`src/rtl/uart_tx_arbiter_if.sv`:
```
// ---------------------------------------------------------------------------
// uart_tx_arbiter_if
// Groups the command, data and UART-TX signals of uart_tx_arbiter.
// Signal suffixes (_i/_o) are given from the arbiter's point of view.
//   cmd_valid_i / cmd_i      : one-cycle command push pulse and byte
//   cmd_ovf_o                : sticky command-FIFO overflow flag
//   data_valid_i / data_i    : data byte offered
//   data_ready_o             : data byte accepted when valid && ready
//   tx_ready_i               : UART TX can take a byte
//   tx_write_o / tx_data_o   : one-cycle byte strobe and byte to UART TX
//   busy_o                   : arbiter has work in flight
// Modports: master = TAP/UART side driving the arbiter, slave = the arbiter.
// ---------------------------------------------------------------------------
interface uart_tx_arbiter_if;
    logic       cmd_valid_i;
    logic [7:0] cmd_i;
    logic       cmd_ovf_o;
    logic       data_valid_i;
    logic [7:0] data_i;
    logic       data_ready_o;
    logic       tx_ready_i;
    logic       tx_write_o;
    logic [7:0] tx_data_o;
    logic       busy_o;

    modport master (
        output cmd_valid_i, cmd_i, data_valid_i, data_i, tx_ready_i,
        input  cmd_ovf_o, data_ready_o, tx_write_o, tx_data_o, busy_o
    );

    modport slave (
        input  cmd_valid_i, cmd_i, data_valid_i, data_i, tx_ready_i,
        output cmd_ovf_o, data_ready_o, tx_write_o, tx_data_o, busy_o
    );
endinterface

```
`src/rtl/uart_tx_arbiter.sv`:
```
// ---------------------------------------------------------------------------
// uart_tx_arbiter
// Shares one UART transmitter between the TAP command channel and the TAP
// data stream. A command is sent as ESC_CHAR + cmd; a data byte equal to
// ESC_CHAR is sent as ESC_CHAR + ESC_CHAR; other data bytes go out alone.
// Command pulses have no back-pressure and are buffered in a small FIFO.
// Ports:
//   clk_i   : clock, rising edge
//   rst_ni  : synchronous active-low reset
//   bus     : uart_tx_arbiter_if.slave (see interface file for signals)
// Optional feature macro: TX_ARB_FAIR_EN
//   defined   -> after each command sequence a waiting data byte is served
//                before the next command
//   undefined -> strict command priority, data only when the FIFO is empty
// ---------------------------------------------------------------------------
module uart_tx_arbiter #(
    parameter logic [7:0]  ESC_CHAR  = 8'h1B,
    parameter int unsigned CMD_DEPTH = 2
) (
    input  logic              clk_i,
    input  logic              rst_ni,
    uart_tx_arbiter_if.slave  bus
);
    localparam int unsigned AW = $clog2(CMD_DEPTH);

    localparam logic [2:0] ST_IDLE     = 3'd0;
    localparam logic [2:0] ST_CMD_ESC  = 3'd1;
    localparam logic [2:0] ST_CMD_BYTE = 3'd2;
    localparam logic [2:0] ST_DAT_ESC  = 3'd3;
    localparam logic [2:0] ST_DAT_BYTE = 3'd4;

    logic [7:0]  fifo_q [CMD_DEPTH];
    logic [AW:0] wr_ptr_q, wr_ptr_d, rd_ptr_q, rd_ptr_d;
    logic        ovf_q, ovf_d;
    logic        hold_full_q, hold_full_d;
    logic [7:0]  hold_data_q, hold_data_d;
    logic        data_ready_q, data_ready_d;
    logic [2:0]  state_q, state_d;
    logic        tx_write_q, tx_write_d;
    logic [7:0]  tx_data_q, tx_data_d;
    logic        busy_q, busy_d;

    logic        fifo_empty_s, fifo_full_s, issue_ok_s, take_data_s;
    logic        pop_s, push_ok_s, hold_load_s, hold_clr_s;

    // FIFO status and issue permission (one byte per two clocks at most)
    always_comb begin
        fifo_empty_s = (wr_ptr_q == rd_ptr_q);
        fifo_full_s  = (wr_ptr_q[AW-1:0] == rd_ptr_q[AW-1:0]) &&
                       (wr_ptr_q[AW] != rd_ptr_q[AW]);
        issue_ok_s   = bus.tx_ready_i && !tx_write_q;
    end

`ifdef TX_ARB_FAIR_EN
    logic data_turn_q, data_turn_d;

    // Arbitration with a data turn granted after every completed command
    always_comb begin
        take_data_s = hold_full_q && (fifo_empty_s || data_turn_q);
        if (pop_s) begin
            data_turn_d = 1'b1;
        end else if ((state_q == ST_IDLE) && issue_ok_s && (hold_full_q || !fifo_empty_s)) begin
            data_turn_d = 1'b0;
        end else begin
            data_turn_d = data_turn_q;
        end
    end

    // Data-turn flag register
    always_ff @(posedge clk_i) begin
        if (!rst_ni) begin
            data_turn_q <= 1'b0;
        end else begin
            data_turn_q <= data_turn_d;
        end
    end
`else
    // Strict command priority: data only when no command is queued
    always_comb begin
        take_data_s = hold_full_q && fifo_empty_s;
    end
`endif

    // Sequencing FSM: escape pairs are emitted atomically
    always_comb begin
        state_d    = state_q;
        tx_write_d = 1'b0;
        tx_data_d  = tx_data_q;
        pop_s      = 1'b0;
        hold_clr_s = 1'b0;
        case (state_q)
            ST_IDLE: begin
                if (!issue_ok_s) begin
                    state_d = ST_IDLE;
                end else if (take_data_s) begin
                    tx_write_d = 1'b1;
                    tx_data_d  = hold_data_q;
                    if (hold_data_q == ESC_CHAR) begin
                        state_d = ST_DAT_BYTE;
                    end else begin
                        hold_clr_s = 1'b1;
                    end
                end else if (!fifo_empty_s) begin
                    tx_write_d = 1'b1;
                    tx_data_d  = ESC_CHAR;
                    state_d    = ST_CMD_BYTE;
                end else begin
                    state_d = ST_IDLE;
                end
            end
            ST_CMD_BYTE: begin
                if (issue_ok_s) begin
                    tx_write_d = 1'b1;
                    tx_data_d  = fifo_q[rd_ptr_q[AW-1:0]];
                    pop_s      = 1'b1;
                    state_d    = ST_IDLE;
                end else begin
                    state_d = ST_CMD_BYTE;
                end
            end
            ST_DAT_ESC, ST_DAT_BYTE: begin
                if (issue_ok_s) begin
                    tx_write_d = 1'b1;
                    tx_data_d  = hold_data_q;
                    hold_clr_s = 1'b1;
                    state_d    = ST_IDLE;
                end else begin
                    state_d = state_q;
                end
            end
            ST_CMD_ESC: begin
                // never entered: the command escape is emitted from IDLE
                state_d = ST_IDLE;
            end
            default: begin
                state_d = ST_IDLE;
            end
        endcase
    end

    // Command FIFO pointers, overflow flag, data holding register, busy
    always_comb begin
        // a push into a full FIFO is still taken when the head leaves this cycle
        push_ok_s   = bus.cmd_valid_i && (!fifo_full_s || pop_s);
        ovf_d       = ovf_q || (bus.cmd_valid_i && fifo_full_s && !pop_s);
        if (push_ok_s) begin
            wr_ptr_d = wr_ptr_q + (AW+1)'(1);
        end else begin
            wr_ptr_d = wr_ptr_q;
        end
        if (pop_s) begin
            rd_ptr_d = rd_ptr_q + (AW+1)'(1);
        end else begin
            rd_ptr_d = rd_ptr_q;
        end
        hold_load_s = bus.data_valid_i && data_ready_q;
        if (hold_load_s) begin
            hold_full_d = 1'b1;
            hold_data_d = bus.data_i;
        end else if (hold_clr_s) begin
            hold_full_d = 1'b0;
            hold_data_d = hold_data_q;
        end else begin
            hold_full_d = hold_full_q;
            hold_data_d = hold_data_q;
        end
        data_ready_d = !hold_full_d;
        busy_d       = (state_d != ST_IDLE) || (wr_ptr_d != rd_ptr_d) || hold_full_d;
    end

    // Command FIFO storage (contents need no reset; pointers define validity)
    always_ff @(posedge clk_i) begin
        if (push_ok_s) begin
            fifo_q[wr_ptr_q[AW-1:0]] <= bus.cmd_i;
        end
    end

    // State and output registers
    always_ff @(posedge clk_i) begin
        if (!rst_ni) begin
            wr_ptr_q     <= '0;
            rd_ptr_q     <= '0;
            ovf_q        <= 1'b0;
            hold_full_q  <= 1'b0;
            hold_data_q  <= 8'h00;
            data_ready_q <= 1'b0;
            state_q      <= ST_IDLE;
            tx_write_q   <= 1'b0;
            tx_data_q    <= 8'h00;
            busy_q       <= 1'b0;
        end else begin
            wr_ptr_q     <= wr_ptr_d;
            rd_ptr_q     <= rd_ptr_d;
            ovf_q        <= ovf_d;
            hold_full_q  <= hold_full_d;
            hold_data_q  <= hold_data_d;
            data_ready_q <= data_ready_d;
            state_q      <= state_d;
            tx_write_q   <= tx_write_d;
            tx_data_q    <= tx_data_d;
            busy_q       <= busy_d;
        end
    end

    assign bus.cmd_ovf_o    = ovf_q;
    assign bus.data_ready_o = data_ready_q;
    assign bus.tx_write_o   = tx_write_q;
    assign bus.tx_data_o    = tx_data_q;
    assign bus.busy_o       = busy_q;
endmodule

```
`src/flat_wrapper.sv`:
```
// flat-port wrapper written by rule: the top's interface ports become plain ports
module uart_tx_arbiter_flat 
#(
    parameter logic [7:0]  ESC_CHAR  = 8'h1B,
    parameter int unsigned CMD_DEPTH = 2
)
  (clk_i, rst_ni, bus_cmd_valid_i, bus_cmd_i, bus_data_valid_i, bus_data_i, bus_tx_ready_i, bus_cmd_ovf_o, bus_data_ready_o, bus_tx_write_o, bus_tx_data_o, bus_busy_o);
  uart_tx_arbiter_if bus_i ();
  input  logic clk_i;
  input  logic rst_ni;
  input wire logic [$bits(bus_i.cmd_valid_i)-1:0] bus_cmd_valid_i;
  input wire logic [$bits(bus_i.cmd_i)-1:0] bus_cmd_i;
  input wire logic [$bits(bus_i.data_valid_i)-1:0] bus_data_valid_i;
  input wire logic [$bits(bus_i.data_i)-1:0] bus_data_i;
  input wire logic [$bits(bus_i.tx_ready_i)-1:0] bus_tx_ready_i;
  output wire logic [$bits(bus_i.cmd_ovf_o)-1:0] bus_cmd_ovf_o;
  output wire logic [$bits(bus_i.data_ready_o)-1:0] bus_data_ready_o;
  output wire logic [$bits(bus_i.tx_write_o)-1:0] bus_tx_write_o;
  output wire logic [$bits(bus_i.tx_data_o)-1:0] bus_tx_data_o;
  output wire logic [$bits(bus_i.busy_o)-1:0] bus_busy_o;
  assign bus_i.cmd_valid_i = bus_cmd_valid_i;
  assign bus_i.cmd_i = bus_cmd_i;
  assign bus_i.data_valid_i = bus_data_valid_i;
  assign bus_i.data_i = bus_data_i;
  assign bus_i.tx_ready_i = bus_tx_ready_i;
  assign bus_cmd_ovf_o = bus_i.cmd_ovf_o;
  assign bus_data_ready_o = bus_i.data_ready_o;
  assign bus_tx_write_o = bus_i.tx_write_o;
  assign bus_tx_data_o = bus_i.tx_data_o;
  assign bus_busy_o = bus_i.busy_o;
  uart_tx_arbiter #(.ESC_CHAR(ESC_CHAR), .CMD_DEPTH(CMD_DEPTH)) u_core (.clk_i(clk_i), .rst_ni(rst_ni), .bus(bus_i));
endmodule
```
`config.mk`:
```
export PLATFORM = sky130hd
export DESIGN_NAME = uart_tx_arbiter_flat
export DESIGN_NICKNAME = d
export VERILOG_FILES = /design/src/rtl/uart_tx_arbiter_if.sv /design/src/rtl/uart_tx_arbiter.sv /design/src/flat_wrapper.sv
export SDC_FILE = /design/constraint.sdc
export NUM_CORES = 1
export LEC_CHECK = 0
export CAP_MARGIN = 20
export CORE_ASPECT_RATIO = 0.9
export CORE_MARGIN = 1.5
export CORE_UTILIZATION = 47
export CTS_CLUSTER_DIAMETER = 120
export CTS_CLUSTER_SIZE = 20
export DETAILED_ROUTE_END_ITERATION = 7
export PLACE_DENSITY_LB_ADDON = 0.2
export SLEW_MARGIN = 20
export SYNTH_ARGS = -nofsm -noshare
export SYNTH_HDL_FRONTEND = slang
export SYNTH_SLANG_ARGS = --single-unit
```
`constraint.sdc`:
```
create_clock -name clk_i -period 2.1 [get_ports clk_i]
set_input_delay 0.42 -clock clk_i [delete_from_list [all_inputs] [get_ports clk_i]]
set_output_delay 0.42 -clock clk_i [all_outputs]
set_load 0.02 [all_outputs]
```
# Word level (Yosys, flattened, before mapping)
# Memory sizes are Yosys's and may differ from the RTL's. A register that Yosys moved wholly into a read port is not among the register bits.
# Cells that the tools add are included.
# word_totals
word_cells	76
n_memories	1
ff_bits	28
inputBits	21
mem_bits_rw	16
# op_classes
n_reduce_logical	21
muxes	30
n_eq_ne	12
add_sub_neg	2
# memory_table
name	depth	word_bits	rd	rd_ports_with_merged_regs	wr	line_no	rtl
u_core.fifo_q	2	8	1	1	1	uart_tx_arbiter.sv:32	logic [7:0] fifo_q [CMD_DEPTH];
# op_table
op	n
8-bit two-way mux	5
8-bit one-hot mux with 3 select lines	1
1-bit two-way mux	13
3-bit two-way mux	4
3-bit one-hot mux with 3 select lines	1
8-bit by 5-bit == test with 1-bit output (second input constant)	1
2-bit two-way mux	4
1-bit logical AND	7
3-bit by 2-bit == test with 1-bit output (second input constant)	2
2-bit by 1-bit inequality test with 1-bit output (second input constant)	3
3-bit nonzero test	2
5-bit AND reduction	1
2-bit by 1-bit adder with 2-bit output (second input constant)	2
1-bit logical NOT	4
1-bit logical OR	4
1-bit one-hot mux with 2 select lines	2
3-bit == test (second input constant)	1
3-bit logical NOT	1
3-bit inequality test (second input constant)	1
3-bit OR reduction	1
2-bit == test	1
2-bit inequality test	1
2-bit OR reduction	1
1-bit == test	1
1-bit inequality test	1

# Logic depth before layout (Yosys ltp)
# Gate-level depths: netlist of the first run.
# depth
word_depth	10
depth_mapped	9
ltp_nobuf	8

# Least setup slack after synthesis of the first run
# OpenSTA, ideal clock, no wires.
# synth_timing
path_type	register -> register
from	reg u_core.tx_write_q (netlist: u_core.bus.tx_write_o)
to	reg u_core.busy_q (netlist: u_core.bus.busy_o)
setup_slack_ns	-0.097
arrival_ns	2.116
stages_incl_launch_ff	9
t_required_ns	2.019
setup_ns	0.081
path_cell_list	dfxtp_1 -> nand2b_1 -> nor3_2 -> nor3b_1 -> nor2b_1 -> ha_1 -> xor2_1 -> mux2_2 -> a41oi_1
# synth_via
elab_chain_cells	10
word_cells_on_any_way	20
cone_classes	eq/ne: 1; mux: 12; reduce/logical: 7
# synth_rtl
element	line_no	rtl
start, declared	uart_tx_arbiter.sv:39	logic tx_write_q, tx_write_d;
start signal, assigned	uart_tx_arbiter.sv:199	tx_write_q <= tx_write_d;
1-bit logical NOT *	uart_tx_arbiter.sv:51	issue_ok_s = bus.tx_ready_i && !tx_write_q;
1-bit logical AND *	uart_tx_arbiter.sv:51	
1-bit two-way mux	uart_tx_arbiter.sv:112, uart_tx_arbiter.sv:122	
1-bit two-way mux	uart_tx_arbiter.sv:91	case (state_q)
1-bit logical OR	uart_tx_arbiter.sv:144	push_ok_s = bus.cmd_valid_i && (!fifo_full_s || pop_s);
1-bit logical AND	uart_tx_arbiter.sv:144	
2-bit two-way mux	uart_tx_arbiter.sv:146	if (push_ok_s) begin
2-bit inequality test	uart_tx_arbiter.sv:168	busy_d = (state_d != ST_IDLE) || (wr_ptr_d != rd_ptr_d) || hold_full_d;
1-bit logical OR	uart_tx_arbiter.sv:168	
1-bit logical OR *	uart_tx_arbiter.sv:168	
end signal, assigned	uart_tx_arbiter.sv:201	busy_q <= busy_d;
end, declared	uart_tx_arbiter.sv:41	logic busy_q, busy_d;
# Mark *: on every way between the ends. The rest lies on a longest branch, timed or not.
# A chain may end at the register's enable or synchronous reset.

# Final worst setup path of the first run
# Same ends and word-level chain as after synthesis.

==> metrics.txt, run 1 <==
routed via count 1,560; syn avg cell area 10.3 um^2; vias in the first global route 1,550; critical path type flip-flop to flip-flop; Reg2Reg Depth 8; Core Region 3840 um^2; RSZ-0062 raised after global routing no; Worst Clk Skew 0.00723 ns; maximum fanout along the worst path 3; largest net degree at the start of global routing 22; worst hold path depth 2; DP Wirelength ~3100 um; reg2reg setup slack just over 0.09 ns; Tmin final between 2 and 2.5 ns; Syn. warnings 0; crit path from u_core.bus.tx_write_o; Power Density a little under 800 nW/um^2; Leakage ~0.00094 uW; layout cells sized above 1 0.196; initial antenna violation count 0; PortBufs 32; Crit Reg-Reg Endpoint u_core.bus.busy_o; Hold Slack roughly 0.47 ns; top cells by area, synth dfxtp_1 30%, edfxtp_1 25%, nand2_1 6.9%, a21oi_1 3.9%, nor2_1 2.9%; CP endpoint kind flip-flop; Top Ports 33; Die H ~64 um; Worst Path Required approximately 2.3 ns; Async S/R FF share, synth 0; clk_lat worst skew 0.29 ns; die footprint ~4500 um^2; first-pass GRT wire length 7280 um; sequential share of power 0.510; # setup viols final 0; Gate Count Post-Synth ~190; Core Rows 21; number of antenna diodes 0; Worst-Margin Slew roughly 0.70 ns; outcome complete, no violations; DRC 0; Max Cap Violations 0; DRT Pass-1 Iters 4; relative slew slack 0.530; CTS tree yes; Final #Nets roughly 270; Yosys cell types 40; f_max 0.498 GHz; Post-synth EDFFs 16; share of the synthesized area in the top cell type 0.299; Filler cells approximately 300; Routed Antenna Nets 0; Slew Limit Fails 0; sequential share of the synthesized area 0.546; internal power about 1500 uW; cell taking the most area after synthesis dfxtp_1; Seq cells post-synth 45; area delta synth->final 34.0%; crit path DAT around 2.2 ns; gr ovfl total 0; Comb power frac 0.240; Hold Fails Final Rpt 0; Worst setup SP type flip-flop; CTS Root Buffer Type clkbuf_8; CTS HTree Levels 2; Sw Ratio 0.274; clock share of power 0.251; gr usage total 0.207; drt via density ~5.4; switching power 552 uW; fin crit share 0.957; CTS Buf Count 5; Mapped Nets between 200 and 250; drt total wl roughly 4200 um; Hold Path Sink u_core.bus.tx_data_o[0]; 1st-iter DRT viols about 250; RePlAce Congestion 0.993; Layout Utilization 0.679; Primary FF master, synth dfxtp_1; CTS clock-pin slew for the worst setup and hold paths ~0.080 ns; Max clock buf depth 2; Die Width 70.8 um; worst r2r src u_core.bus.tx_write_o; drt wl/cell about 15 um; maximum vdd ir drop just over 500 uV; Hold Path Class flip-flop to flip-flop; clk sinks 45; mapped cell area 1940 um^2; Initial Util 0.507; Hold Startpoint u_core.bus.tx_data_o[0]
## power groups by stage
stage / Sequential [uW] / Clock, uW / Combinational, uW
final: 1030 / 506 / 483
after global routing: 1040 / 562 / 525
after CTS: 1030 / 519 / 476
after detailed placement: 1050 / 0 / 465
after global placement: 1040 / 0 / 449
after floorplan: 1070 / 0 / 219
## through the flow
step	setup TNS [ns]	setup slack, ns	cell area (um^2)	total power (uW)	std cells
6_report	0	0.0913	2610	2020	291
2_1_floorplan	0	0.0268	1960	1290	189
3_3_place_gp	-0.400	-0.303	2470	1490	278
5_1_grt	0	0.0104	2610	2120	291
3_5_place_dp	-0.614	-0.392	2470	1510	278
4_1_cts	0	0.0629	2590	2020	290
## cell type report
| type | count | area, um^2 | area share |
|---|---|---|---|
| Sequential cell | 45 | 1060 | 0.409 |
| Multi-Input combinational cell | 134 | 868 | 0.333 |
| Timing Repair Buffer | 56 | 524 | 0.201 |
| Clock buffer | 6 | 72.6 | 0.0278 |
| Tap cell | 46 | 57.6 | 0.0221 |
| Clock inverter | 2 | 11.3 | 0.00432 |
| Inverter | 2 | 7.51 | 0.00288 |
## state kept, by name, summed over array words and instances, names as in the netlist, named ones only
name,count
u_core.bus.busy_o,1
u_core.hold_full_q,1
u_core.bus.data_ready_o,1
u_core.rd_ptr_q,2
u_core.fifo_q,16
u_core.hold_data_q,8
u_core.bus.tx_write_o,1
u_core.state_q,3
u_core.bus.tx_data_o,8
u_core.bus.cmd_ovf_o,1
u_core.wr_ptr_q,2
## cell usage in the layout (no fill, tap or decap), types with 2 or more instances in the layout
cell	synthesis	routed
a31oi_1	5	5
nor3_1	3	3
nand3_1	7	7
nor2b_2	1	2
o21ai_0	3	3
nor4bb_1	2	2
and2_1	2	2
ha_1	2	2
buf_4	0	22
inv_1	2	2
a21oi_1	15	15
buf_12	0	2
or3b_1	3	3
a211oi_1	2	2
mux2i_1	5	5
nor2_1	15	15
dfxtp_1	29	26
nand2_1	36	36
clkbuf_8	0	5
nor4_1	2	2
dfxtp_2	0	3
o31ai_1	4	4
clkdlybuf4s50_1	0	31
xnor2_1	3	3
nand2b_1	3	2
mux2_2	4	4
edfxtp_1	16	16
## Yosys cell counts (2+ instances only)
| cell type | number |
|---|---|
| clkbuf_1 | 6 |
| nand3_1 | 7 |
| or3b_1 | 3 |
| a21oi_1 | 15 |
| and2_1 | 2 |
| xnor2_1 | 3 |
| inv_1 | 2 |
| mux2i_1 | 5 |
| nor3b_1 | 2 |
| nor4_1 | 2 |
| nor4bb_1 | 2 |
| nor2_1 | 15 |
| ha_1 | 2 |
| a31oi_1 | 5 |
| o21ai_0 | 3 |
| nor2b_1 | 2 |
| nand2b_1 | 3 |
| edfxtp_1 | 16 |
| mux2_2 | 4 |
| nor3_1 | 3 |
| a211oi_1 | 2 |
| o31ai_1 | 4 |
| nand2_1 | 36 |
| dfxtp_1 | 29 |
## critical path, cell delays in order, from the launching register on
cell	delay, ns
dfxtp_1	0.37
nand2b_4	0.16
nor3_4	0.05
nor3b_4	0.22
nor2b_2	0.08
ha_1	0.32
xor2_1	0.20
mux2_2	0.35
a41oi_1	0.19
## logic make-up (layout without fill, tap and decap cells)
| logic type | Yosys count | after routing | share of synthesized area |
|---|---|---|---|
| xor+xnor | 6 | 6 | 0.0405 |
| compound gates | 32 | 32 | 0.109 |
| buf+inv | 10 | 66 | 0.0219 |
| fa+ha+maj | 2 | 2 | 0.0129 |
| simple gates | 85 | 85 | 0.221 |
| flops | 45 | 45 | 0.546 |
| mux | 9 | 9 | 0.0489 |
## per-layer routing
| layer | up-vias | wire length [um] | track usage |
|---|---|---|---|
| li1 | 779 | - | - |
| met1 | 722 | 1860 | 0.254 |
| met3 | 6 | 258 | 0.0505 |
| met4 | 0 | 64 | 0.0778 |
| met2 | 53 | 2060 | 0.350 |
| met5 | - | 0 | 0 |
## what timing repair did
action / CTS / global route
cloned: 0 / 0
gates resized for setup: 1 / 5
pin swaps: 3 / 3
endpoints found under the setup margin: 1 / 9
hold buffers: 0 / 0
buffers inserted: 4 / 1
## worst max path at each step
| stage | endpoint | depth (start not counted) |
|---|---|---|
| floorplan | u_core.bus.busy_o | 9 |
| global placement | u_core.bus.busy_o | 9 |
| detailed placement | u_core.bus.busy_o | 9 |
| CTS | u_core.bus.busy_o | 7 |
| global route | u_core.bus.busy_o | 7 |
| finish | u_core.bus.busy_o | 8 |
Note: power is estimated with default switching activity, not from simulation.
==> run 2, diff against run 1 <==
--- a/config.mk
+++ b/config.mk
@@ -13,6 +13,7 @@
 export CTS_CLUSTER_SIZE = 20
 export DETAILED_ROUTE_END_ITERATION = 7
 export PLACE_DENSITY_LB_ADDON = 0.2
+export REMOVE_ABC_BUFFERS = 1
 export SLEW_MARGIN = 20
 export SYNTH_ARGS = -nofsm -noshare
 export SYNTH_HDL_FRONTEND = slang
==> metrics.txt, run 2 (same netlist as run 1, synthesis figures left out) <==
Hold Path Class flip-flop to flip-flop (unchanged); area delta synth->final 32.3% (was 34.0%); most frequent cells in the layout 36 x nand2_1, 31 x clkdlybuf4s50_1, 29 x dfxtp_1, 17 x buf_4, 16 x edfxtp_1 (was 36 x nand2_1, 31 x clkdlybuf4s50_1, 26 x dfxtp_1, 22 x buf_4, 16 x edfxtp_1); PortBufs 32 (unchanged); RePlAce Congestion 0.959 (was 0.993); f_max 0.492 GHz (was 0.498 GHz); clk sinks 45 (unchanged); crit path DAT 2.26 ns (was 2.23 ns); Max clock buf depth 2 (unchanged); Die Width 70.8 um (unchanged); Worst path max stage delay 0.33 ns (was 0.37 ns); Crit-path slowest cell mux2_4 (was dfxtp_1); CP endpoint kind flip-flop (unchanged); outcome complete, no violations (unchanged); most common cell after layout, fill and taps aside nand2_1 (unchanged); non-filler cells, final 286 (was 291); first-pass GRT wire length 6600 um (was 7280 um); Layout Utilization 0.671 (was 0.679); Setup WS pre-CTS -0.484 ns (was -0.392 ns); # setup viols final 0 (unchanged); Worst-Margin Slew 0.417 ns (was 0.705 ns); Routed Antenna Nets 0 (unchanged); CTS tree yes (unchanged); Top Ports 33 (unchanged); cell breakdown of the critical path nand2b_2 > nor3_4 > nor3b_2 > nor2b_1 > ha_1 > xor2_1 > mux2_4 > a41oi_2 (was nand2b_4 > nor3_4 > nor3b_4 > nor2b_2 > ha_1 > xor2_1 > mux2_2 > a41oi_1); die footprint 4530 um^2 (unchanged); Hold Slack 0.478 ns (was 0.473 ns); CTS Buf Count 5 (unchanged); Tmin final 2.03 ns (was 2.01 ns); 1st-iter DRT viols 56 (was 251); Core Rows 21 (unchanged); Pwr Total 2040 uW (was 2020 uW); CTS Root Buffer Type clkbuf_8 (unchanged); Worst setup SP type flip-flop (unchanged); Power Density 793 nW/um^2 (was 774 nW/um^2); Core Region 3840 um^2 (unchanged); Die H 64.0 um (unchanged); Filler cells 310 (was 296); fin crit share 0.968 (was 0.957); Initial Util 0.507 (unchanged); kind of cell adding the most delay to the critical path simple AND/OR/NAND/NOR gates (unchanged); layout cells sized above 1 0.175 (was 0.196); CTS clock-pin slew for the worst setup and hold paths 0.08 ns (about the same); CTS HTree Levels 2 (unchanged); number of antenna diodes 0 (unchanged); gr usage total 0.189 (was 0.207); hold_buf cts 0 (unchanged); vias in the first global route 1,478 (was 1,550); largest net degree at the start of global routing 17 (was 22); Slew Limit Fails 0 (unchanged); drt via density 5.30 (was 5.36); Worst Clk Skew 0.00902 ns (was 0.00723 ns); Worst Path Required 2.33 ns (was 2.32 ns); Hold Fails Final Rpt 0 (unchanged); maximum vdd ir drop 586 uV (was 513 uV); drt wl/cell 14.2 um (was 14.6 um); critical path type flip-flop to flip-flop (unchanged); relative slew slack 0.722 (was 0.530); Max Cap Violations 0 (unchanged); initial antenna violation count 0 (unchanged); DRC 0 (unchanged); Largest register FFs 16 (unchanged); drt total wl 4070 um (was 4250 um); Leakage 0.000920 uW (was 0.000939 uW); DP Wirelength 3020 um (was 3100 um); Inst Count DP 277 (was 278); Final #Nets 262 (was 267); clk_lat worst skew 0.30 ns (was 0.29 ns); gr ovfl total 0 (unchanged); DRT Pass-1 Iters 4 (unchanged); Crit path buffers/inverters 0 (unchanged); maximum fanout along the worst path 3 (unchanged); setup ws final 0.0667 ns (was 0.0913 ns); routed via count 1,515 (was 1,560)
run 2: changes by cell type in the layout (fill, tap and decap cells not counted), sizes merged:
cell,change
buf,-5
inv,+1
clkbuf,-1
run 2: layout make-up:
type,instances,area (um^2),area share
tap,46,57.6,0.0224
clock buffer,5,68.8,0.0268
multi-input combinational,134,866,0.337
sequential,45,1060,0.412
clock inverter,3,25.0,0.00973
inverter,2,7.51,0.00292
timing repair buffer,51,487,0.189
run 2: path summary, 6_finish.rpt:
check / start / to / slack (ns) / depth (start not counted)
hold reg to reg: u_core.hold_data_q[4] / u_core.hold_data_q[4] / 0.48 / 2
setup / recovery: u_core.state_q[2] / u_core.bus.busy_o / 0.07 / 8
hold / removal: u_core.hold_data_q[4] / u_core.hold_data_q[4] / 0.48 / 2
setup reg to reg: u_core.state_q[2] / u_core.bus.busy_o / 0.07 / 8
run 2: metal layers:
metal	track usage	vias to the layer above	part of all wire
met3	0.0442	7	0.039
met2	0.312	31	0.50
met4	0.0920	0	0.015
met1	0.234	698	0.45
li1	-	779	-
met5	0	-	0
run 2: report_power, final:
part	switching [uW]	internal [uW]	total (uW)
clock	305	240	545
sequential	45.9	981	1030
combinational	226	242	468
total	577	1460	2040
run 2: worst reg2reg max path, delay by kind of cell (launching register included):
kind	cells	cell delay (ns)
adder cells (fa/ha/maj)	1	0.27
XOR/XNOR	1	0.20
multiplexers	1	0.33
flip-flops	1	0.32
AND/OR/NAND/NOR	4	0.72
AO/OA/AOI/OAI	1	0.12
run 2: through the flow:
stage | area, um^2 | TNS [ns]
2_1_floorplan | 1910 | -0.188
3_3_place_gp | 2450 | -0.667
3_5_place_dp | 2450 | -1.20
4_1_cts | 2560 | 0
5_1_grt | 2570 | -0.00594
6_report | 2570 | 0
run 2: what timing repair did:
item                                    in CTS  in global routing
pin swaps                                    5                  2
endpoints found under the setup margin       1                  1
gates resized for setup                      4                  2
buffers inserted                             1                  0
